<file path="src/rtl/pio_pkg.sv">
// Shared register map and edge-mode encodings for the parallel I/O port.
package pio_pkg;

    typedef enum logic [1:0] {
        REG_DATA = 2'd0,
        REG_OUT  = 2'd1,
        REG_EDGE = 2'd2,
        REG_MASK = 2'd3
    } pio_reg_e;

    localparam int unsigned EDGE_RISE = 0;
    localparam int unsigned EDGE_FALL = 1;
    localparam int unsigned EDGE_BOTH = 2;

    // True when a debounced bit moved in the direction selected by mode.
    function automatic logic edge_hit(input int unsigned mode, input logic cur, input logic prev);
        case (mode)
            EDGE_RISE: return cur & ~prev;
            EDGE_FALL: return ~cur & prev;
            default:   return cur ^ prev;
        endcase
    endfunction

endpackage

</file>
<file path="src/rtl/pio_debounce.sv">
// One pin: synchronizer chain, then a sample register that only commits to the
// debounced output after two consecutive tick samples agree.
module pio_debounce #(
    parameter int unsigned SYNC_STAGES = 2
) (
    input  logic clk,
    input  logic rst,
    input  logic i_tick,
    input  logic i_pin,
    output logic o_deb
);

    logic [SYNC_STAGES-1:0] r_sync;
    logic                   r_sample;
    logic                   w_sync;

    assign w_sync = r_sync[SYNC_STAGES-1];

    always_ff @(posedge clk or posedge rst) begin
        if (rst) begin
            r_sync <= '0;
        end else begin
            r_sync <= {r_sync[SYNC_STAGES-2:0], i_pin};
        end
    end

    always_ff @(posedge clk or posedge rst) begin
        if (rst) begin
            r_sample <= 1'b0;
            o_deb    <= 1'b0;
        end else if (i_tick) begin
            r_sample <= w_sync;
            if (w_sync == r_sample) begin
                o_deb <= w_sync;
            end
        end
    end

endmodule

</file>
<file path="src/rtl/parallel_io_port.sv">
// Memory-mapped parallel I/O port: debounced inputs with edge capture and a
// masked interrupt, plus a latched output register.
module parallel_io_port
    import pio_pkg::*;
#(
    parameter int unsigned DATA_W      = 16,
    parameter int unsigned PIO_W       = 10,
    parameter int unsigned SYNC_STAGES = 2,
    parameter int unsigned DEB_CYCLES  = 50000,
    parameter int unsigned EDGE_MODE   = 0
) (
    input  logic              clk,
    input  logic              rst,
    input  logic [1:0]        ADDR,
    input  logic              W,
    input  logic [DATA_W-1:0] DOUT,
    output logic [DATA_W-1:0] DIN,
    input  logic [PIO_W-1:0]  pin_in,
    output logic [PIO_W-1:0]  pin_out,
    output logic              irq
);

    localparam int unsigned CNT_W = (DEB_CYCLES > 1) ? $clog2(DEB_CYCLES) : 1;

    logic [CNT_W-1:0] r_tick_cnt;
    logic             w_tick;
    logic [PIO_W-1:0] w_deb;
    logic [PIO_W-1:0] r_deb_prev;
    logic [PIO_W-1:0] w_edge_new;
    logic [PIO_W-1:0] w_edge_clr;
    logic [PIO_W-1:0] r_edge;
    logic [PIO_W-1:0] r_mask;
    logic [PIO_W-1:0] w_rd;
    logic             w_wr_out;
    logic             w_wr_edge;
    logic             w_wr_mask;
    logic             w_unused_dout;

    // Only the low PIO_W bits of the write bus carry meaning.
    assign w_unused_dout = ^DOUT;

    // Free-running debounce sample timer shared by every pin.
    assign w_tick = (r_tick_cnt == CNT_W'(DEB_CYCLES - 1));

    always_ff @(posedge clk or posedge rst) begin
        if (rst) begin
            r_tick_cnt <= '0;
        end else if (w_tick) begin
            r_tick_cnt <= '0;
        end else begin
            r_tick_cnt <= r_tick_cnt + CNT_W'(1);
        end
    end

    for (genvar g = 0; g < int'(PIO_W); g++) begin : g_deb
        pio_debounce #(
            .SYNC_STAGES(SYNC_STAGES)
        ) u_deb (
            .clk    (clk),
            .rst    (rst),
            .i_tick (w_tick),
            .i_pin  (pin_in[g]),
            .o_deb  (w_deb[g])
        );
    end

    assign w_wr_out  = W && (ADDR == REG_OUT);
    assign w_wr_edge = W && (ADDR == REG_EDGE);
    assign w_wr_mask = W && (ADDR == REG_MASK);
    assign w_edge_clr = w_wr_edge ? DOUT[PIO_W-1:0] : '0;

    always_comb begin
        w_edge_new = '0;
        for (int i = 0; i < int'(PIO_W); i++) begin
            w_edge_new[i] = edge_hit(EDGE_MODE, w_deb[i], r_deb_prev[i]);
        end
    end

    always_comb begin
        w_rd = '0;
        case (ADDR)
            REG_DATA: w_rd = w_deb;
            REG_OUT:  w_rd = pin_out;
            REG_EDGE: w_rd = r_edge;
            REG_MASK: w_rd = r_mask;
            default:  w_rd = '0;
        endcase
    end

    // A fresh edge overrides a simultaneous write-1-to-clear.
    always_ff @(posedge clk or posedge rst) begin
        if (rst) begin
            r_deb_prev <= '0;
            r_edge     <= '0;
            r_mask     <= '0;
            pin_out    <= '0;
            irq        <= 1'b0;
            DIN        <= '0;
        end else begin
            r_deb_prev <= w_deb;
            r_edge     <= (r_edge & ~w_edge_clr) | w_edge_new;
            if (w_wr_mask) begin
                r_mask <= DOUT[PIO_W-1:0];
            end
            if (w_wr_out) begin
                pin_out <= DOUT[PIO_W-1:0];
            end
            irq <= |(r_edge & r_mask);
            DIN <= DATA_W'(w_rd);
        end
    end

endmodule

</file>
<file path="config.mk">
export PLATFORM = sky130hd
export DESIGN_NAME = parallel_io_port
export DESIGN_NICKNAME = d
export VERILOG_FILES = /design/src/rtl/pio_pkg.sv /design/src/rtl/pio_debounce.sv /design/src/rtl/parallel_io_port.sv
export SDC_FILE = /design/constraint.sdc
export NUM_CORES = 1
export LEC_CHECK = 0
export BUFFER_PORTS_ARGS = -buffer_cell sky130_fd_sc_hd__buf_4
export CORE_MARGIN = 2
export CORE_UTILIZATION = 44
export DETAILED_ROUTE_END_ITERATION = 6
export MAX_ROUTING_LAYER = met4
export PLACE_DENSITY_LB_ADDON = 0.08
export SKIP_LAST_GASP = 1
export SYNTH_ARGS = -nofsm -noshare
export SYNTH_HDL_FRONTEND = slang
export SYNTH_HIERARCHICAL = 1
export SYNTH_SLANG_ARGS = --single-unit
</file>
<file path="constraint.sdc">
create_clock -name clk -period 1.75 [get_ports clk]
set_input_delay 0.0875 -clock clk [delete_from_list [all_inputs] [get_ports clk]]
set_output_delay 0.0875 -clock clk [all_outputs]
set_load 0.1 [all_outputs]
</file>
==> flow_summary_export.csv <==
group,metric,value,unit
setup_path,cp_max_fo,14,
setup_path,end_kind,"register",
cts,clockBufferDepth,2,
power,peakVddDrop,607.2,uV
cts,clk_latency,370,ps
route,antenna_left,0,
global_route,grt_first_pass_wirelength,13480,um
route,first_pass_iters,4,
logic_synthesis,synth_seq_cells,107,
logic_synthesis,ys.flop_type,"dfrtp_1",
timing,setup_viol,0,
cts,cts_root_buf,"clkbuf_8",
logic_synthesis,synth_edf_count,0,
logic_synthesis,synth.top_cell.area_share,63.24,%
setup_path,timing.reg2reg.setup_slack,80,ps
global_route,grt_antenna_before_repair,0,
placement,place_ws,20.98,ps
die,start_util,45.61,%
logic_synthesis,ys_top_cells_by_area,"dfrtp_1 (63%), mux2_2 (8.0%), mux4_2 (5.3%)",
logic_synthesis,ys_async_sr_fraction,100.0,%
setup_path,r2r-end,"g_deb[5].u_deb/o_deb",
global_route,overflow,0,
cts,path_clk_slew,90,ps
global_route,grt_pass1_vias,2691,
logic_synthesis,synth_area_leader_cell,"dfrtp_1",
timing,tns,0,ps
cts,cts_buffers,9,
global_route,grt_usage,17.92,%
logic_synthesis,ys_seq_area_share,63.24,%
setup_path,r2r-start,"r_tick_cnt[0]",
die,die_area,0.01042,mm^2
die,die_h,102.1,um
cts,clock-sinks,107,
worst_hold_path,min_to,"DIN[8]",
flow_run,max_cap_violations,0,
final_layout,regArea,0.002678,mm^2
cts,htreeDepth,3,
logic_synthesis,synth.distinct_cells,36,
timing,finClkSkew,15.01,ps
timing,setup_ws,83.56,ps
route,vias_per_cell,4.889,
route,wl_per_cell,15.27,um
setup_path,crit_required,2010,ps
placement,place_hpwl,5479,um
logic_synthesis,avgSynthCellArea,13.97,um^2
die,rows,35,
final_layout,antennaDiodeCount,0,
final_layout,multiInputGateArea,0.001423,mm^2
worst_hold_path,min_from,"ADDR[0]",
worst_hold_path,min_path_cells,2,
timing,period_minus_slack,1666,ps
timing,rsz0062_at_grt,"yes",
final_layout,fin_area,0.005271,mm^2
route,wl,8004,um
timing,worst_slew_pin_slew,543.4,ps
setup_path,cp_data_arrival_time,1930,ps
placement,dp.cells,487,
worst_hold_path,worstHoldPathType,"input port to register",
die,die_x,102.1,um
placement,io_buffers,45,
cts,cts_setup_buffers,0,
timing,finalHoldViolCount,0,
timing,slew_viol_final,0,
final_layout,synthToLayoutAreaGrowth,24.50,%
status,outcome,"completed",
timing,period_share,95.23,%
route,drtIter0Drc,89,
power,power,5372,uW
global_route,grt_max_degree,29,
cts,cts_tree,"yes",
power,leakage,0.002548,uW
logic_synthesis,netlist_area,0.004234,mm^2
logic_synthesis,yosys_warnings,6,
final_layout,finalNonFillerCells,524,
die,ios,58,
placement,place_area,0.004838,mm^2
logic_synthesis,syn_inst,303,
timing,max_freq,600.1,MHz
setup_path,cp-start-kind,"register",
setup_path,path_class,"register to register",
route,drc,0,
final_layout,nets,423,
timing,relSlewSlack,63.69,%
die,core_region_area,0.009284,mm^2
setup_path,reg2reg_depth,6,
final_layout,final_layout_size_suffix_gt1_share,32.91,%
route,vias,2562,
placement,gp_congestion,0.7617,
power,powerDensity,1019,mW/mm^2
final_layout,fill_cells,819,
-- power by group --
part / internal, uW / switching [uW]
Clock: 594 / 786
Combinational: 326 / 918
Sequential: 2640 / 108
-- metrics by stage --
step / util [%] / hold WS [ps]
finish: 56.78 / 174.5
global route: 56.78 / 168.2
floorplan: - / -146.4
detailed placement: 52.12 / 92.78
CTS: 56.35 / 151.9
global placement: 52.12 / 87.99
-- sequential cells by signal (all words and copies together), names as in the netlist --
register              cells
g_deb.u_deb/r_sync       20
g_deb.u_deb/r_sample     10
pin_out                  10
g_deb.u_deb/o_deb        10
r_edge                   10
DIN                      10
r_tick_cnt               16
irq                       1
r_mask                   10
r_deb_prev               10
-- worst max-delay path by stage --
stage	endpoint	from	slack (ps)
after floorplan	g_deb[0].u_deb/r_sample	r_tick_cnt[0]	20
after global placement	g_deb[2].u_deb/r_sample	r_tick_cnt[11]	20
after detailed placement	g_deb[0].u_deb/o_deb	r_tick_cnt[0]	20
after CTS	g_deb[5].u_deb/o_deb	r_tick_cnt[0]	5
after global routing	g_deb[5].u_deb/o_deb	r_tick_cnt[0]	-0.2
final	g_deb[5].u_deb/o_deb	r_tick_cnt[0]	80
-- cell usage after synthesis (all sizes together) (3+ instances only) --
| cell type | count |
|---|---|
| nand2b | 10 |
| nor4 | 4 |
| inv | 24 |
| buf | 10 |
| a22oi | 3 |
| mux4 | 10 |
| nand2 | 23 |
| a21o | 10 |
| dfrtp | 107 |
| xor2 | 6 |
| nor3 | 5 |
| mux2 | 30 |
| nand3 | 7 |
| nor2 | 11 |
| nand4 | 4 |
| a22o | 11 |
| o21ai | 10 |
| xnor2 | 8 |
-- layout by cell type, fill, tap and decap left out, types with 5 or more instances in the layout --
cell,synthesis,layout
dfrtp_1,107,107
buf_4,7,57
mux2_2,30,30
inv_1,24,23
nand2_1,23,23
dlygate4sd3_1,0,21
a22o_1,11,11
clkbuf_8,0,11
mux4_2,10,10
o21ai_0,10,10
a21o_1,10,10
nand2b_1,10,10
nor2_1,9,9
xnor2_1,8,8
xor2_1,6,6
conb_1,1,6
nor3_1,5,5
-- worst max-delay path: stages (launching register included) --
cell,delay [ps]
dfrtp_1,390
ha_2,190
and3_4,190
and4_4,200
clkbuf_16,180
a21o_1,180
a22o_1,220
-- logic make-up (layout without fill, tap and decap cells) --
group / Yosys count / after routing / synth area share (%)
AND/OR/NAND/NOR: 70 / 70 / 10.25
multiplexers: 40 / 40 / 13.30
other: 1 / 6 / 0.08857
flip-flops: 107 / 107 / 63.24
AO/OA/AOI/OAI: 35 / 35 / 5.969
XOR/XNOR: 14 / 14 / 2.896
buffers and inverters: 35 / 122 / 3.960
adder cells (fa/ha/maj): 1 / 1 / 0.2955
-- cell type report --
type                       instances  area share (%)
tap                              129           3.062
sequential                       107           50.80
timing repair buffer              83           14.00
multi-input combinational        166           26.99
clock inverter                     3          0.4272
inverter                          24           1.780
clock buffer                      12           2.943
-- per-layer routing --
layer | part of all wire [%] | track usage (%) | wire length, um | vias up
met2 | 46 | 26.72 | 3674 | 47
met4 | 1.8 | 6.769 | 142 | 0
met3 | 3.6 | 4.378 | 289 | 11
met5 | 0 | - | 0 | -
li1 | - | - | - | 1200
met1 | 49 | 23.99 | 3898 | 1304
-- timing repair --
| item | in CTS | in global routing |
|---|---|---|
| gates resized for setup | 2 | 4 |
| pin swaps | 0 | 1 |
| hold buffers | 21 | 0 |
| gates cloned | 0 | 1 |
| endpoints found under the hold margin | 98 | 0 |
| setup endpoints to repair | 1 | 20 |
No activity file was read; power rests on OpenSTA's default activity.
